--- config.mk ---
export PLATFORM = sky130hd
export DESIGN_NAME = mem_copy_engine
export DESIGN_NICKNAME = d
export VERILOG_FILES = /design/src/rtl/mem_copy_pkg.sv /design/src/rtl/mem_copy_engine.sv
export SDC_FILE = /design/constraint.sdc
export NUM_CORES = 1
export LEC_CHECK = 0
export CAP_MARGIN = 15
export CORE_MARGIN = 2
export CORE_UTILIZATION = 60
export DETAILED_ROUTE_END_ITERATION = 12
export PLACE_DENSITY = 0.87
export SLEW_MARGIN = 20
export SYNTH_ARGS = -nofsm -noshare
export SYNTH_HDL_FRONTEND = slang
export SYNTH_SLANG_ARGS = --single-unit
--- constraint.sdc ---
create_clock -name clk -period 5.1 [get_ports clk]
set_clock_uncertainty 0.1 [all_clocks]
set_input_delay 0.765 -clock clk [delete_from_list [all_inputs] [get_ports clk]]
set_output_delay 0.765 -clock clk [all_outputs]
set_load 0.02 [all_outputs]
--- src/rtl/mem_copy_pkg.sv ---
// Shared types and constants for the block copy / fill engine.
package mem_copy_pkg;

  typedef enum logic [1:0] {
    IDLE  = 2'd0,
    RUN   = 2'd1,
    DRAIN = 2'd2,
    DONE  = 2'd3
  } state_e;

  typedef enum logic {
    MODE_COPY = 1'b0,
    MODE_FILL = 1'b1
  } mode_e;

  // Cycles from a sampled mem_re to valid mem_rdata.
  localparam int READ_LATENCY = 1;

endpackage

--- src/rtl/mem_copy_engine.sv ---
// Test/boot DMA: copies LEN words from SRC to DST, or fills LEN words at DST
// with a constant. One word per cycle. Each issued read is written to its
// destination in the cycle its data returns. Control outputs are registered.
module mem_copy_engine
  import mem_copy_pkg::*;
#(
  parameter int AWIDTH = 16,
  parameter int DWIDTH = 16,
  parameter int LWIDTH = 16
) (
  input  logic              clk,
  input  logic              rst,
  input  logic              start,
  input  logic              mode,
  input  logic [AWIDTH-1:0] src_addr,
  input  logic [AWIDTH-1:0] dst_addr,
  input  logic [LWIDTH-1:0] len,
  input  logic [DWIDTH-1:0] fill_data,
  input  logic              abort,
  output logic              busy,
  output logic              done,
  output logic              aborted,
  output logic              mem_re,
  output logic [AWIDTH-1:0] mem_raddr,
  input  logic [DWIDTH-1:0] mem_rdata,
  output logic              mem_we,
  output logic [AWIDTH-1:0] mem_waddr,
  output logic [DWIDTH-1:0] mem_wdata
);

  state_e                  state_q, state_d;
  mode_e                   mode_q, mode_d;
  logic                    desc_q, desc_d;
  logic [DWIDTH-1:0]       fill_q, fill_d;
  logic [LWIDTH-1:0]       cnt_q, cnt_d;
  logic [AWIDTH-1:0]       src_ptr_q, src_ptr_d;
  logic [AWIDTH-1:0]       dst_ptr_q, dst_ptr_d;
  // Write-valid and write-address for the read currently in flight.
  logic [READ_LATENCY-1:0] wv_q, wv_d;
  logic [AWIDTH-1:0]       pend_waddr_q, pend_waddr_d;
  logic                    busy_q, busy_d;
  logic                    done_q, done_d;
  logic                    aborted_q, aborted_d;
  logic                    re_q, re_d;
  logic [AWIDTH-1:0]       raddr_q, raddr_d;
  logic                    we_q, we_d;
  logic [AWIDTH-1:0]       waddr_q, waddr_d;

  logic                    last_issue;
  logic                    start_desc;
  logic [AWIDTH-1:0]       len_m1;

  assign last_issue = (cnt_q == LWIDTH'(1));
  // A forward-overlapping copy must walk from the top down so no source word
  // is overwritten before it has been read.
  assign start_desc = (mode_e'(mode) == MODE_COPY) && (dst_addr > src_addr);
  assign len_m1     = AWIDTH'(len) - AWIDTH'(1);

  // State and datapath registers; synchronous reset drops any transfer.
  always_ff @(posedge clk) begin
    // NOTE: sequential state uses non-blocking assignments so every register
    // samples pre-edge values regardless of statement order.
    if (rst) begin
      state_q      <= IDLE;
      mode_q       <= MODE_COPY;
      desc_q       <= 1'b0;
      fill_q       <= '0;
      cnt_q        <= '0;
      src_ptr_q    <= '0;
      dst_ptr_q    <= '0;
      wv_q         <= '0;
      pend_waddr_q <= '0;
      busy_q       <= 1'b0;
      done_q       <= 1'b0;
      aborted_q    <= 1'b0;
      re_q         <= 1'b0;
      raddr_q      <= '0;
      we_q         <= 1'b0;
      waddr_q      <= '0;
    end else begin
      state_q      <= state_d;
      mode_q       <= mode_d;
      desc_q       <= desc_d;
      fill_q       <= fill_d;
      cnt_q        <= cnt_d;
      src_ptr_q    <= src_ptr_d;
      dst_ptr_q    <= dst_ptr_d;
      wv_q         <= wv_d;
      pend_waddr_q <= pend_waddr_d;
      busy_q       <= busy_d;
      done_q       <= done_d;
      aborted_q    <= aborted_d;
      re_q         <= re_d;
      raddr_q      <= raddr_d;
      we_q         <= we_d;
      waddr_q      <= waddr_d;
    end
  end

  // Next-state logic.
  always_comb begin
    // NOTE: assigning a default before the case keeps every path assigned, so
    // no latch is inferred.
    state_d = state_q;
    unique case (state_q)
      IDLE:    if (start) state_d = (len == '0) ? DONE : RUN;
      RUN: begin
        if (abort)           state_d = DONE;
        else if (last_issue) state_d = (mode_q == MODE_FILL) ? DONE : DRAIN;
      end
      DRAIN:   state_d = DONE;
      DONE:    state_d = IDLE;
      default: state_d = IDLE;
    endcase
  end

  // Output and datapath next values: issue reads/writes, step pointers.
  always_comb begin
    mode_d       = mode_q;
    desc_d       = desc_q;
    fill_d       = fill_q;
    cnt_d        = cnt_q;
    src_ptr_d    = src_ptr_q;
    dst_ptr_d    = dst_ptr_q;
    wv_d         = '0;
    pend_waddr_d = pend_waddr_q;
    busy_d       = busy_q;
    done_d       = 1'b0;
    aborted_d    = aborted_q;
    re_d         = 1'b0;
    raddr_d      = raddr_q;
    we_d         = 1'b0;
    waddr_d      = waddr_q;

    // Complete the in-flight copy read; abort discards its data.
    if (wv_q[READ_LATENCY-1] && !abort) begin
      we_d    = 1'b1;
      waddr_d = pend_waddr_q;
    end

    unique case (state_q)
      IDLE: begin
        if (start) begin
          busy_d    = 1'b1;
          aborted_d = 1'b0;
          mode_d    = mode_e'(mode);
          fill_d    = fill_data;
          cnt_d     = len;
          desc_d    = start_desc;
          src_ptr_d = start_desc ? src_addr + len_m1 : src_addr;
          dst_ptr_d = start_desc ? dst_addr + len_m1 : dst_addr;
        end
      end
      RUN: begin
        if (abort) begin
          aborted_d = 1'b1;
        end else begin
          cnt_d     = cnt_q - LWIDTH'(1);
          src_ptr_d = desc_q ? src_ptr_q - AWIDTH'(1) : src_ptr_q + AWIDTH'(1);
          dst_ptr_d = desc_q ? dst_ptr_q - AWIDTH'(1) : dst_ptr_q + AWIDTH'(1);
          if (mode_q == MODE_COPY) begin
            re_d         = 1'b1;
            raddr_d      = src_ptr_q;
            wv_d[0]      = 1'b1;
            pend_waddr_d = dst_ptr_q;
          end else begin
            we_d    = 1'b1;
            waddr_d = dst_ptr_q;
          end
        end
      end
      DRAIN: begin
        if (abort) aborted_d = 1'b1;
      end
      DONE: begin
        done_d = 1'b1;
        busy_d = 1'b0;
      end
      default: ;
    endcase
  end

  assign busy      = busy_q;
  assign done      = done_q;
  assign aborted   = aborted_q;
  assign mem_re    = re_q;
  assign mem_raddr = raddr_q;
  assign mem_we    = we_q;
  assign mem_waddr = waddr_q;
  // Copy data passes straight from the read port so the write lands in the
  // cycle the data returns; zero whenever no write is active.
  assign mem_wdata = !we_q ? '0 : (mode_q == MODE_FILL) ? fill_q : mem_rdata;

endmodule

# Word level (Yosys, flattened, before mapping)
# Index checks and enable logic that the tools add are counted.
# totals
out_inout_bits,53
input_bits,85
reg_bits,121
# classes
mux,36
n_bitwise,4
n_addsub,8
order_cmp,1
n_eq_ne,8
reduce_logical,16
# ops
op,n
$mux 16,16
$pmux 16 s2,3
$sub 16x1->16 const B,4
$add 16x1->16 const B,2
$add 16x16->16,2
$eq 16x1->1 const B,1
$gt 16x16->1,1
$logic_not 16->1,1
$mux 1,10
$reduce_and 3->1,3
$mux 2,4
$pmux 2 s4,1
$reduce_and 2->1,3
$reduce_bool 2->1,3
$eq 2x2->1 const B,2
$ne 2x2->1 const B,2
$not 1->1,4
$pmux 1 s2,2
$ne 3x3->1 const B,1
$reduce_or 3->1,1
$eq 2x1->1 const B,1
$logic_and 1x1->1,2
$logic_not 2->1,1
$ne 2x1->1 const B,1
2 further kinds,2

# Longest topological paths before layout
# logic_depth
word_depth,6
ltp_mapped,17
depth_no_buf,17

# Least setup slack after synthesis
# OpenSTA, ideal clock, no wires.
# synth_timing
path_kind,input to register
from,input port len[0]
to,register dst_ptr_q[15]
slack_ns,1.537
setup_time_ns,0.074
path_buffers,0
arrival_ns,3.389
cell_stages,16
required_ns,4.926
path_cell_list,inv_1 -> ha_1 -> nand2_1 -> nor2_1 -> nand2_1 -> or2b_1 -> nor2_1 -> xor2_1 -> ha_1 -> a21o_1 -> a21o_1 -> a21oi_1 -> o21ai_0 -> a2111oi_1 -> o21ai_1 -> a31oi_1
# synth_via
elab_chain_len,5
# synth_lines
item,line_no,rtl
"start, declared",mem_copy_engine.sv:17,"input logic [LWIDTH-1:0] len,"
$sub 16x1->16,mem_copy_engine.sv:57,assign len_m1 = AWIDTH'(len) - AWIDTH'(1);
$add 16x16->16,mem_copy_engine.sv:151,dst_ptr_d = start_desc ? dst_addr + len_m1 : dst_addr;
$mux 16,mem_copy_engine.sv:151,
$mux 16,mem_copy_engine.sv:143,if (start) begin
$pmux 16 s2,mem_copy_engine.sv:141,unique case (state_q)
"end signal, assigned",mem_copy_engine.sv:87,dst_ptr_q <= dst_ptr_d;
"end, declared",mem_copy_engine.sv:37,"logic [AWIDTH-1:0] dst_ptr_q, dst_ptr_d;"
# Every way passes these cells. The select of a mux whose other input is x is not followed.
# A chain may end at the register's enable or synchronous reset.

# Worst setup path in the final report
# Ends and elaborated chain as after synthesis.

==> flow_metrics.tcl <==
set metrics [dict create \
    rows 45 \
    synthArstFlopShare_pct 0 \
    die-area_mm2 0.0164 \
    grt_max_degree 83 \
    status "finished, final reports clean" \
    synth-edff-count 0 \
    report.final.setup_viol 0 \
    seq_area_frac_synth_pct 26.3 \
    die_h_um 128 \
    synth_area_leader_cell "dfxtp_1" \
    cts_sinks 121 \
    tightest_slew_ns 1.13 \
    fmax_ghz 0.242 \
    rsz0062_at_grt "no" \
    remaining_drc_errors 0 \
    cap_violations 0 \
    path_class "input port to flip-flop" \
    yosysWarnings 0 \
    fin_crit_sh_pct 80.9 \
    end_kind "flip-flop" \
    final_critical_path_setup_slack_ns 0.973 \
    yosysMostFrequentCell "nand2_1" \
    ir_worst_vdd_uv 308 \
    cp_slowest_cell "clkdlybuf4s50_1" \
    antenna_found_initial 0 \
    cts_setup_buffers 0 \
    grt_pass1_vias 8847 \
    diodes 0 \
    synth_nets 1382 \
    nets 1488 \
    fin_util_pct 75.2 \
    die_w_um 128 \
    cts.path.max_buffers 2 \
    critPathMostFrequentCell "nand2_1" \
    critPathLaunchType "input port" \
    synth_cells 1207 \
    gp_congestion 0.991 \
    synth_ff_type "dfxtp_1" \
    arrival_ns 4.38 \
    slew_viol_final 0 \
    cts.reportedPaths.clkPinSlew_ns 0.06 \
    cts-root-buf "clkbuf_16" \
    drt_first_iter_violations 819 \
    crit_chain "clkdlybuf4s50_1 > inv_1 > ha_1 > nand2_1 > nor2_1 > nand2_1 > o41ai_1 > nand2_1 > ha_1 > a21oi_1 > o21ai_0 > a31oi_1 > o21ai_0 > a2111oi_1 > o21ai_1 > a31oi_1" \
    critPathRequiredTime_ns 5.35 \
    numCtsBuffers 17 \
    synth_top_area_share_pct 26.3 \
    power.total_mw 4.96 \
    cts_tree "done" \
    fp.coreArea_mm2 0.0151 \
    mappedNetlistArea_mm2 0.00923 \
    num-fill-cells 1114 \
    fin_crit_ns 4.13 \
    multiInputGateArea_mm2 0.00643 \
    syn_avg_cell_area_um2 7.64 \
    slew_headroom_pct 24.8 \
    initial_core_util_pct 61.1 \
    grt-ovfl-total 0 \
    ys_ff_latch 121 \
    htree_levels 4 \
    synth_commonest_cells "182 x nand2_1, 126 x a21oi_1, 121 x dfxtp_1, 88 x nor2_1, 86 x ha_1" \
    viasPerCell 6.38 \
    grt_pass1_wl_mm 43.3 \
    leakage_nw 4.71 \
    p_per_area_mw_per_mm2 437 \
    ys_top_cells_by_area "dfxtp_1 26%, ha_1 12%, nand2_1 7.4%" \
    cts.repair.resized 0 \
    cts_hold_buf 0 \
    slowest_delay_ns 0.46 \
    track_usage_pct 33.0 \
    min_path_type "flip-flop to flip-flop" \
    hold_viol_final 0 \
    pin_count 138 \
    fin_setup_tns_ns 0 \
    wl_mm 27.5 \
    clock_latency_ns 0.42 \
    area_delta_synth_final_pct 23.0 \
    drtPass1Iterations 5 \
    yosysUniqueCellTypes 64 \
    cp_max_fo 4 \
    vias 9653 \
    ff_latch_area_mm2 0.00242 \
    wl_per_cell_um 18.2 \
    dpl_worst_slack_ns 0.656 \
    post-dp-hpwl_mm 19.6 \
    drive_gt1_share_pct 4.75 \
    ant_nets 0 \
    numPortBuffers 137 \
]
## per-layer routing
metal / global-route usage, % / wire length [um]
met3: 5.43 / 2210
met1: 42.9 / 11600
met5: 0 / 0
met2: 53.9 / 12600
met4: 15.0 / 1060
## report_power, final
part	total, mW	switching [mW]	internal (mW)	leakage [nW]
logic	2.21	1.35	0.855	3.40
registers	1.41	0.236	1.17	0.987
clock network	1.35	0.461	0.885	0.318
## worst max-delay path, delay by kind of cell
family                     cells  cell delay [ns]
and+or+nand+nor                4             0.54
AOI/OAI and AO/OA              8             1.91
adders and majority gates      2             0.57
buffers and inverters          2             0.59
## logic make-up after synthesis
logic type / after synthesis / share of synthesized area [%]
buffers and inverters: 102 / 4.20
muxes: 59 / 6.54
xor gates and xnor gates: 51 / 4.84
DFF: 121 / 26.3
and+or+nand+nor: 423 / 21.0
AOI/OAI and AO/OA: 361 / 24.7
adders and majority gates: 90 / 12.5
## area by class of cell
type	count	share of cell area [%]
multi-input cells	984	56.6
repair buffers	147	12.7
well taps	188	2.07
clock inverters	13	1.93
inverters	42	1.39
flip-flops and latches	121	21.3
clock buffers	19	3.90
## path summary, 6_finish.rpt
kind	startpoint	end	slack, ns	cells past startpoint
setup / recovery	len[0]	dst_ptr_q[15]	0.97	16
hold / removal	pend_waddr_q[10]	pend_waddr_q[10]	0.35	2
setup reg to reg	desc_q	dst_ptr_q[12]	1.78	11
hold reg to reg	pend_waddr_q[10]	pend_waddr_q[10]	0.35	2
## per-stage QoR
step	std cells	hold slack [ns]	instance area [um2]
global route	1514	0.373	11300
detailed placement	1482	0.346	10700
floorplan	1207	0.336	9230
CTS	1514	0.354	11300
finish	1514	0.351	11300
global placement	1482	0.341	10700
## cell usage in the layout, fill, tap and decap left out, types with 10 or more instances in the layout
cell,netlist,routed
nor3_1,34,33
clkbuf_16,0,17
buf_4,0,11
xor2_1,25,25
nor2b_1,29,29
clkdlybuf4s50_1,0,136
o21ai_0,53,52
mux2i_1,49,49
a21oi_1,126,126
dfxtp_1,121,121
and3_1,15,15
nand2b_1,14,14
a31oi_1,14,14
nand3_1,19,19
xnor2_1,26,26
ha_1,86,85
nand2_1,182,182
a21o_1,24,24
o21ai_1,15,15
o211ai_1,17,17
nor2_1,88,88
inv_1,42,42
nand4_1,10,10
a211oi_1,39,39
## flip-flops by register name, indices dropped and copies added (netlist names), 2 cells and up
register / flops
dst_ptr_q: 16
src_ptr_q: 16
pend_waddr_q: 16
state_q: 2
mem_raddr: 16
mem_waddr: 16
cnt_q: 16
fill_q: 16
No activity file was read; power rests on OpenSTA's default activity.
